## src/rtl/ysyx_scoreboard_pkg.sv

```systemverilog
// Shared ysyx scoreboard types and defaults: register index, pending-writer counter
// and the global in-flight writer limit.
`ifndef YSYX_REG_NUM
`define YSYX_REG_NUM 32
`endif
`ifndef YSYX_REG_LEN
`define YSYX_REG_LEN 5
`endif

package ysyx_scoreboard_pkg;

    localparam int YSYX_CNT_W        = 2;
    localparam int YSYX_MAX_INFLIGHT = 4;

    typedef logic [`YSYX_REG_LEN-1:0] reg_idx_t;
    typedef logic [YSYX_CNT_W-1:0]    cnt_t;

endpackage

```

## src/rtl/ysyx_scoreboard_cnt.sv

```systemverilog
// Saturating up/down pending-writer counter for one architectural register.
// An inc and dec in the same cycle cancel; clr wins over both.
module ysyx_scoreboard_cnt
    import ysyx_scoreboard_pkg::*;
#(
    parameter int CNT_W = YSYX_CNT_W
) (
    input  logic             clock,
    input  logic             reset,
    input  logic             inc,
    input  logic             dec,
    input  logic             clr,
    output logic [CNT_W-1:0] cnt,
    output logic             busy,
    output logic             underflow
);

    logic [CNT_W-1:0] cnt_q;
    logic [CNT_W-1:0] cnt_d;

    always_comb begin
        cnt_d = cnt_q;
        if (clr) begin
            cnt_d = '0;
        end else if (inc && !dec && (cnt_q != '1)) begin
            cnt_d = cnt_q + CNT_W'(1);
        end else if (dec && !inc && (cnt_q != '0)) begin
            cnt_d = cnt_q - CNT_W'(1);
        end
    end

    always_ff @(posedge clock or negedge reset) begin
        if (!reset) begin
            cnt_q <= '0;
        end else begin
            cnt_q <= cnt_d;
        end
    end

    assign cnt       = cnt_q;
    assign busy      = (cnt_q != '0);
    // A lone retire against an empty counter has no matching writer.
    assign underflow = dec && !inc && !clr && (cnt_q == '0);

endmodule

```

## src/rtl/ysyx_scoreboard.sv

```systemverilog
// RAW scoreboard: per-register pending-writer counters, global in-flight limit,
// sticky error flag. Optional same-cycle bypass under YSYX_SCOREBOARD_BYPASS_EN.
module ysyx_scoreboard
    import ysyx_scoreboard_pkg::*;
#(
    parameter int REG_NUM      = `YSYX_REG_NUM,
    parameter int REG_LEN      = `YSYX_REG_LEN,
    parameter int CNT_W        = 2,
    parameter int MAX_INFLIGHT = YSYX_MAX_INFLIGHT,
    localparam int IW          = $clog2(MAX_INFLIGHT + 1)
) (
    input  logic               clock,
    input  logic               reset,
    input  logic [REG_LEN-1:0] rs1,
    input  logic [REG_LEN-1:0] rs2,
    input  logic               need_rs,
    output logic               hazard,
    input  logic               issue_valid,
    input  logic [REG_LEN-1:0] issue_rd,
    output logic               issue_stall,
    input  logic               wb_valid,
    input  logic [REG_LEN-1:0] wb_rd,
    input  logic               flush,
    output logic [REG_NUM-1:0] rf_table,
    output logic [IW-1:0]      inflight,
    output logic               err
);

    logic [CNT_W-1:0]   cnt [REG_NUM];
    logic [REG_NUM-1:0] busy_v;
    logic [REG_NUM-1:0] under_v;
    logic [REG_NUM-1:0] full_v;
    logic [REG_NUM-1:0] busy_eff;

    logic [IW-1:0] inflight_q;
    logic          err_q;
    logic          flush_shadow_q;

    logic issue_acc;
    logic wb_act;
    logic same_rd;
    logic infl_inc;
    logic infl_dec;
    logic infl_under;
    logic cnt_under;
    logic err_set;

    assign issue_stall = (inflight_q == IW'(MAX_INFLIGHT)) || full_v[issue_rd];
    assign issue_acc   = issue_valid && !issue_stall && (issue_rd != '0);
    // Flush squashes everything in flight, so a same-cycle writeback is dropped.
    assign wb_act      = wb_valid && (wb_rd != '0) && !flush;
    assign same_rd     = issue_acc && wb_act && (issue_rd == wb_rd);

    assign infl_inc   = issue_acc;
    assign infl_dec   = wb_act && (busy_v[wb_rd] || same_rd);
    assign infl_under = infl_dec && !infl_inc && (inflight_q == '0);
    assign cnt_under  = wb_act && under_v[wb_rd];
    assign err_set    = (cnt_under || infl_under) && !flush_shadow_q;

    for (genvar i = 0; i < REG_NUM; i++) begin : g_reg
        ysyx_scoreboard_cnt #(
            .CNT_W(CNT_W)
        ) u_cnt (
            .clock    (clock),
            .reset    (reset),
            .inc      (issue_acc && (issue_rd == REG_LEN'(i))),
            .dec      (wb_act && (wb_rd == REG_LEN'(i))),
            .clr      (flush),
            .cnt      (cnt[i]),
            .busy     (busy_v[i]),
            .underflow(under_v[i])
        );
        assign full_v[i] = &cnt[i];
    end

`ifdef YSYX_SCOREBOARD_BYPASS_EN
    // The last pending writer retiring this cycle forwards its value to decode.
    logic [REG_NUM-1:0] retire_v;
    for (genvar i = 0; i < REG_NUM; i++) begin : g_byp
        assign retire_v[i] = (cnt[i] == CNT_W'(1)) && wb_valid && (wb_rd == REG_LEN'(i));
    end
    assign busy_eff = busy_v & ~retire_v;
`else
    assign busy_eff = busy_v;
`endif

    assign hazard = need_rs && (busy_eff[rs1] || busy_eff[rs2]);

    always_ff @(posedge clock or negedge reset) begin
        if (!reset) begin
            inflight_q     <= '0;
            err_q          <= 1'b0;
            flush_shadow_q <= 1'b0;
        end else begin
            flush_shadow_q <= flush;
            if (flush) begin
                inflight_q <= '0;
            end else if (infl_inc && !infl_dec) begin
                inflight_q <= inflight_q + IW'(1);
            end else if (infl_dec && !infl_inc && (inflight_q != '0)) begin
                inflight_q <= inflight_q - IW'(1);
            end
            if (err_set) begin
                err_q <= 1'b1;
            end
        end
    end

    assign rf_table = busy_v;
    assign inflight = inflight_q;
    assign err      = err_q;

endmodule

```

## config.mk

```make
export PLATFORM = sky130hd
export DESIGN_NAME = ysyx_scoreboard
export DESIGN_NICKNAME = d
export VERILOG_FILES = /design/src/rtl/ysyx_scoreboard_pkg.sv /design/src/rtl/ysyx_scoreboard_cnt.sv /design/src/rtl/ysyx_scoreboard.sv
export SDC_FILE = /design/constraint.sdc
export NUM_CORES = 1
export LEC_CHECK = 0
export BUFFER_PORTS_ARGS = -buffer_cell sky130_fd_sc_hd__buf_2
export CAP_MARGIN = 15
export CORE_ASPECT_RATIO = 0.8
export CORE_UTILIZATION = 37
export CTS_CLUSTER_SIZE = 24
export DETAILED_ROUTE_END_ITERATION = 7
export PLACE_DENSITY = 0.56
export SYNTH_ARGS = -nofsm -noshare
export SYNTH_HDL_FRONTEND = slang
export SYNTH_SLANG_ARGS = --single-unit
```

## constraint.sdc

```tcl
create_clock -name clock -period 3.7 [get_ports clock]
set_input_delay 0.925 -clock clock [delete_from_list [all_inputs] [get_ports clock]]
set_output_delay 0.925 -clock clock [all_outputs]
set_load 0.05 [all_outputs]
```

# == After elaboration in Yosys (flattened, before gate mapping) ==
# Cells that the tools add are included.
# totals
input_bits,26
out_inout_bits,38
reg_bits,69
# classes
mux,109
order_cmp,4
n_eq_ne,96
addsub,66
n_reduce_logical,478
# op_table
cell,count
1-bit logical AND,270
2-bit two-way mux,96
5-bit equality test (second input constant),32
3-bit nonzero test,34
5-bit by 4-bit equality test with 1-bit output (second input constant),16
1-bit zero test,69
2-bit by 1-bit adder with 2-bit output (second input constant),32
2-bit zero test,32
2-bit != test (second input constant),32
2-bit AND reduction,32
2-bit nonzero test,32
2-bit by 1-bit subtractor with 2-bit output (second input constant),32
5-bit by 3-bit equality test with 1-bit output (second input constant),8
1-bit binary-select mux with 5-bit select,5
5-bit by 6-bit < comparator with 1-bit output (second input constant),4
5-bit by 2-bit equality test with 1-bit output (second input constant),4
5-bit by 1-bit equality test with 1-bit output (second input constant),2
5-bit zero test,2
5-bit nonzero test,2
3-bit two-way mux,3
5-bit equality test,1
1-bit two-way mux,5
1-bit logical OR,4
3-bit by 1-bit adder with 3-bit output (second input constant),1
3 further kinds,3

# == Depth between registers and ports, before layout ==
# logic_depth
depth_word,17
mapped_depth,13

# == By module ==
# From an unflattened synthesis, not the netlist that was laid out.
# unflattened
cells_unflattened,776
hier_area_um2,6767.7
# modules_own_cells
module,area_each_um2,cells_each,n_inst,seq_area_each_um2
ysyx_scoreboard_cnt at g_reg[0].u_cnt ...,136.4,15,31,50.0
ysyx_scoreboard,2402.3,297,1,125.1
ysyx_scoreboard_cnt at g_reg[9].u_cnt,137.6,14,1,50.0

# == Least setup slack after synthesis ==
# No wires, ideal clock.
# synth_timing
path_kind,in2out
from,in rs2[0]
to,out hazard
setup_slack_ns,-0.098
required_time_ns,2.775
arrival_time_ns,2.873
cell_stages,5
cell_sequence,clkbuf_1 -> mux4_2 -> mux4_2 -> mux2i_1 -> o21a_1
# synth_between
elab_chain_cells,4
# synth_rtl
item,line,rtl
from (decl),ysyx_scoreboard.sv:15,"input logic [REG_LEN-1:0] rs2,"
1-bit binary-select mux with 5-bit select,ysyx_scoreboard.sv:87,assign hazard = need_rs && (busy_eff[rs1] || busy_eff[rs2]);
1-bit two-way mux (implied by the code),ysyx_scoreboard.sv:87,
1-bit logical OR,ysyx_scoreboard.sv:87,
1-bit logical AND,ysyx_scoreboard.sv:87,
to (decl),ysyx_scoreboard.sv:17,"output logic hazard,"
# Every way passes these cells. The select of a mux whose other input is x is not followed.

# == Worst setup path after layout ==
# layout_timing
from,in issue_rd[0]
to,out issue_stall
# layout_between
elab_chain_cells,3
# layout_rtl
item,line,rtl
from (decl),ysyx_scoreboard.sv:19,"input logic [REG_LEN-1:0] issue_rd,"
1-bit binary-select mux with 5-bit select,ysyx_scoreboard.sv:48,assign issue_stall = (inflight_q == IW'(MAX_INFLIGHT)) || full_v[issue_rd];
1-bit two-way mux (implied by the code),ysyx_scoreboard.sv:48,
1-bit logical OR,ysyx_scoreboard.sv:48,
to (decl),ysyx_scoreboard.sv:20,"output logic issue_stall,"
# Every way passes these cells. The select of a mux whose other input is x is not followed.

==> qor.txt <==
FLOORPLAN
--------------------------------------------------------------------------------------------------------
I/O pin count .............................................................................           64
Initial core utilization ..................................................................        38.2%
Height of the chip ........................................................................       119 µm
# rows ....................................................................................           42
Overall die area ..........................................................................   0.0178 mm²
Die Wd ....................................................................................       149 µm
Core box area .............................................................................   0.0167 mm²

POWER
--------------------------------------------------------------------------------------------------------
Sequential power share ....................................................................        36.3%
Leakage power total .......................................................................      3.23 nW
Internal Power ............................................................................      1.49 mW
Pwr/cell area .............................................................................   293 mW/mm²
Combinational group share of total power ..................................................        20.7%
Switching share of power ..................................................................        30.6%
Net switching power .......................................................................     0.658 mW
Overall power consumption .................................................................      2.15 mW
Clock network fraction of design power ....................................................        43.0%
Worst ir drop on vdd ......................................................................     0.209 mV

TIMING
--------------------------------------------------------------------------------------------------------
Headroom to the max-slew limit ............................................................        37.8%
TNS Setup .................................................................................         0 ns
Worst slew pin tran .......................................................................     0.933 ns
Final Hold Viols ..........................................................................            0
Fin. max-slew vios ........................................................................            0
Final clock skew ..........................................................................   0.00707 ns
Count of endpoints failing setup in the final report ......................................            0
Shortest clock period the worst path allows after layout ..................................      3.61 ns
Unrepaired setup endpoints after global routing ...........................................        false
Fraction of the cycle the final worst path needs ..........................................        97.5%
Max Freq ..................................................................................    0.277 GHz

RUN
--------------------------------------------------------------------------------------------------------
Max cap viols .............................................................................            0

GLOBAL ROUTING
--------------------------------------------------------------------------------------------------------
Antenna violations before repair ..........................................................            1
GRT Resource Usage Total ..................................................................        26.8%
Overflow left after global routing ........................................................            0
Wire length of the first global-routing pass ..............................................      35.6 mm
Pin count of the biggest net entering global routing ......................................           70
Via count of the first global-routing pass ................................................         5970

HOLD PATH
--------------------------------------------------------------------------------------------------------
Hold path cells ...........................................................................            2
Worst hold start .......................................................................... g_reg[0].u_cnt.cnt[1]
Worst min-delay path category .............................................................   reg -> reg

CLOCKING
--------------------------------------------------------------------------------------------------------
Post-CTS clock slew at the launch and capture registers of the worst setup and hold paths .      0.06 ns
Number of levels in the clock H-tree ......................................................            3
Max clock buf depth .......................................................................            2
Clock root cell ........................................................................... sky130_fd_sc_hd__clkbuf_16
CTS Buf Count .............................................................................            9
CTS Hold Buffers Added ....................................................................            0
CTS sink count ............................................................................           69
CTS tree ..................................................................................          yes
Insertion delay to the later sink of the worst-skew pair ..................................      0.35 ns

CELLS AND AREA
--------------------------------------------------------------------------------------------------------
Layout cell share with drive strength beyond 1 ............................................        19.3%
Layout overhead on the synthesized area ...................................................        15.1%
Most used cells in the layout excluding fill and tap cells ................................ sky130_fd_sc_hd__nor2_1 (114), sky130_fd_sc_hd__nand2_1 (71), sky130_fd_sc_hd__dfrtp_1 (69)
Multi-input logic area ....................................................................  0.00406 mm²
Filler instances ..........................................................................         1744
Diode count ...............................................................................            0
Most common cell after layout, fill and taps aside ........................................ sky130_fd_sc_hd__nor2_1
Final net count ...........................................................................          916
FF/Latch Area .............................................................................  0.00173 mm²

SYNTHESIS
--------------------------------------------------------------------------------------------------------
Post-synth EDFFs ..........................................................................            0
Share of Yosys cell area claimed by the top area cell type ................................        27.1%
Netlist area before placement .............................................................  0.00638 mm²
Largest area contributor in the synthesized netlist ....................................... sky130_fd_sc_hd__dfrtp_1
Cells after synthesis .....................................................................          831
Top area cells in the synthesized netlist ................................................. sky130_fd_sc_hd__dfrtp_1 (27%), sky130_fd_sc_hd__mux4_2 (8.5%), sky130_fd_sc_hd__nor2_1 (6.8%)
Net count after synthesis .................................................................          860
Leading register cell type out of synthesis ............................................... sky130_fd_sc_hd__dfrtp_1
Part of the Yosys area used for sequential elements .......................................        27.1%
Total number of yosys warnings ............................................................            0
Number of unique standard cell types used by synthesis ....................................           70
Seq cells post-synth ......................................................................           69
Average instance area after synthesis .....................................................     7.67 µm²
Post-synth ARST share .....................................................................         100%

CRITICAL PATH
--------------------------------------------------------------------------------------------------------
Worst r2r path cells ......................................................................           12
Startpoint-to-endpoint class of the critical path .........................................    in -> out
Worst-path fanout max .....................................................................           22
Critical path launch point type ...........................................................    input pin
Required time reported for the critical path endpoint .....................................      2.77 ns
Start of the worst register-to-register path .............................................. g_reg[0].u_cnt.cnt[0]
First element of the critical path ........................................................  issue_rd[0]
Data arrival time of the critical path ....................................................      2.68 ns
Type of element capturing the critical path ...............................................  output port

STATUS
--------------------------------------------------------------------------------------------------------
Status .................................................................................... finished clean

PLACE
--------------------------------------------------------------------------------------------------------
HPWL after DPL ............................................................................      17.7 mm
PortBufs ..................................................................................           63
Placer's final routability congestion estimate ............................................        0.992

DRT
--------------------------------------------------------------------------------------------------------
Count of antenna-violating nets left after detailed routing ...............................            0
Count of unresolved DRC violations after routing ..........................................            0
Violation count after the first detailed-route iteration ..................................          734
Vias per std cell .........................................................................         5.98
Vias ......................................................................................         6649
WL final ..................................................................................      23.0 mm
Final routed wire length divided by cell count ............................................      20.7 µm
Total iterations of the first detailed-routing run ........................................            5

-- cell type report --
class                           count  share of cell area (%)
Multi-Input combinational cell    642                    55.3
Sequential cell                    69                    23.5
Timing Repair Buffer              118                    10.7
Tap cell                          220                    3.75
Clock buffer                       13                    3.68
Inverter                           47                    2.40
Clock inverter                      3                   0.580
-- critical path: stages --
cell and delay [ns]:
sky130_fd_sc_hd__buf_2 0.11, sky130_fd_sc_hd__buf_12 0.16, sky130_fd_sc_hd__and2b_1 0.22, sky130_fd_sc_hd__a311o_1 0.36, sky130_fd_sc_hd__a221o_1 0.27, sky130_fd_sc_hd__nand4_1 0.20, sky130_fd_sc_hd__o211ai_1 0.19, sky130_fd_sc_hd__buf_4 0.24
-- registers in the layout, indices dropped and copies added (netlist names) --
signal and count:
err 1, flush_shadow_q 1, g.u_cnt.cnt 64, inflight 3
-- per-stage QoR --
step           area (µm²)  std cells  worst slack, ns  utilization, %  hold slack, ns
6_report             7340       1112           0.0942            43.9           0.515
5_1_grt              7340       1112          0.00251            43.9           0.552
4_1_cts              7330       1112           0.0606            43.8           0.511
3_5_place_dp         7010       1096           0.0147            42.0           0.499
3_3_place_gp         7010       1096           0.0611            42.0           0.500
2_1_floorplan        6390        831           0.0133               -           0.478
-- cell families after synthesis --
| group | count (synthesis) | share of synthesized area, % |
|---|---|---|
| AOI/OAI and AO/OA | 252 | 25.7 |
| xor gates and xnor gates | 15 | 2.06 |
| adders and majority gates | 3 | 0.706 |
| buffers and inverters | 120 | 9.40 |
| DFF | 69 | 27.1 |
| muxes | 27 | 8.97 |
| and+or+nand+nor | 345 | 26.0 |
-- synth_stat cells, drive strengths merged, types with 19 or more instances --
| cell | instances |
|---|---|
| a211oi | 32 |
| a21oi | 68 |
| buf | 44 |
| clkbuf | 29 |
| dfrtp | 69 |
| inv | 46 |
| mux4 | 24 |
| nand2 | 71 |
| nand2b | 19 |
| nand3 | 36 |
| nor2 | 115 |
| nor3 | 35 |
| o21a | 20 |
| o21ai | 61 |
-- routing by layer --
layer	track usage, %	share of wire, %	up-vias
met5	0	0	-
met4	6.51	1.5	0
met3	9.00	13	32
met2	35.8	40	362
met1	40.5	46	3149
li1	-	-	3106
-- path summary, 6_finish.rpt --
| kind | to | slack (ns) |
|---|---|---|
| hold / removal | g_reg[0].u_cnt.cnt[1] | 0.51 |
| max in group asynchronous | g_reg[5].u_cnt.cnt[0] | 2.37 |
| min in group asynchronous | g_reg[18].u_cnt.cnt[0] | 0.71 |
| hold reg to reg | g_reg[0].u_cnt.cnt[1] | 0.51 |
| setup / recovery | issue_stall | 0.09 |
| setup reg to reg | inflight[2] | 0.43 |
-- what timing repair did --
item | 4_1_cts | 5_1_grt
setup endpoints to repair | 0 | 2
setup buffers | 0 | 0
gates resized for setup | 0 | 4
-- power by group through the flow --
stage / sequential (mW) / clock [mW] / combinational, mW
after floorplan: 0.812 / 0 / 0.253
after global placement: 0.793 / 0 / 0.434
after detailed placement: 0.794 / 0 / 0.435
after CTS: 0.780 / 0.945 / 0.436
after global routing: 0.782 / 0.967 / 0.478
final: 0.780 / 0.924 / 0.446
(Power assumes the default switching activity.)
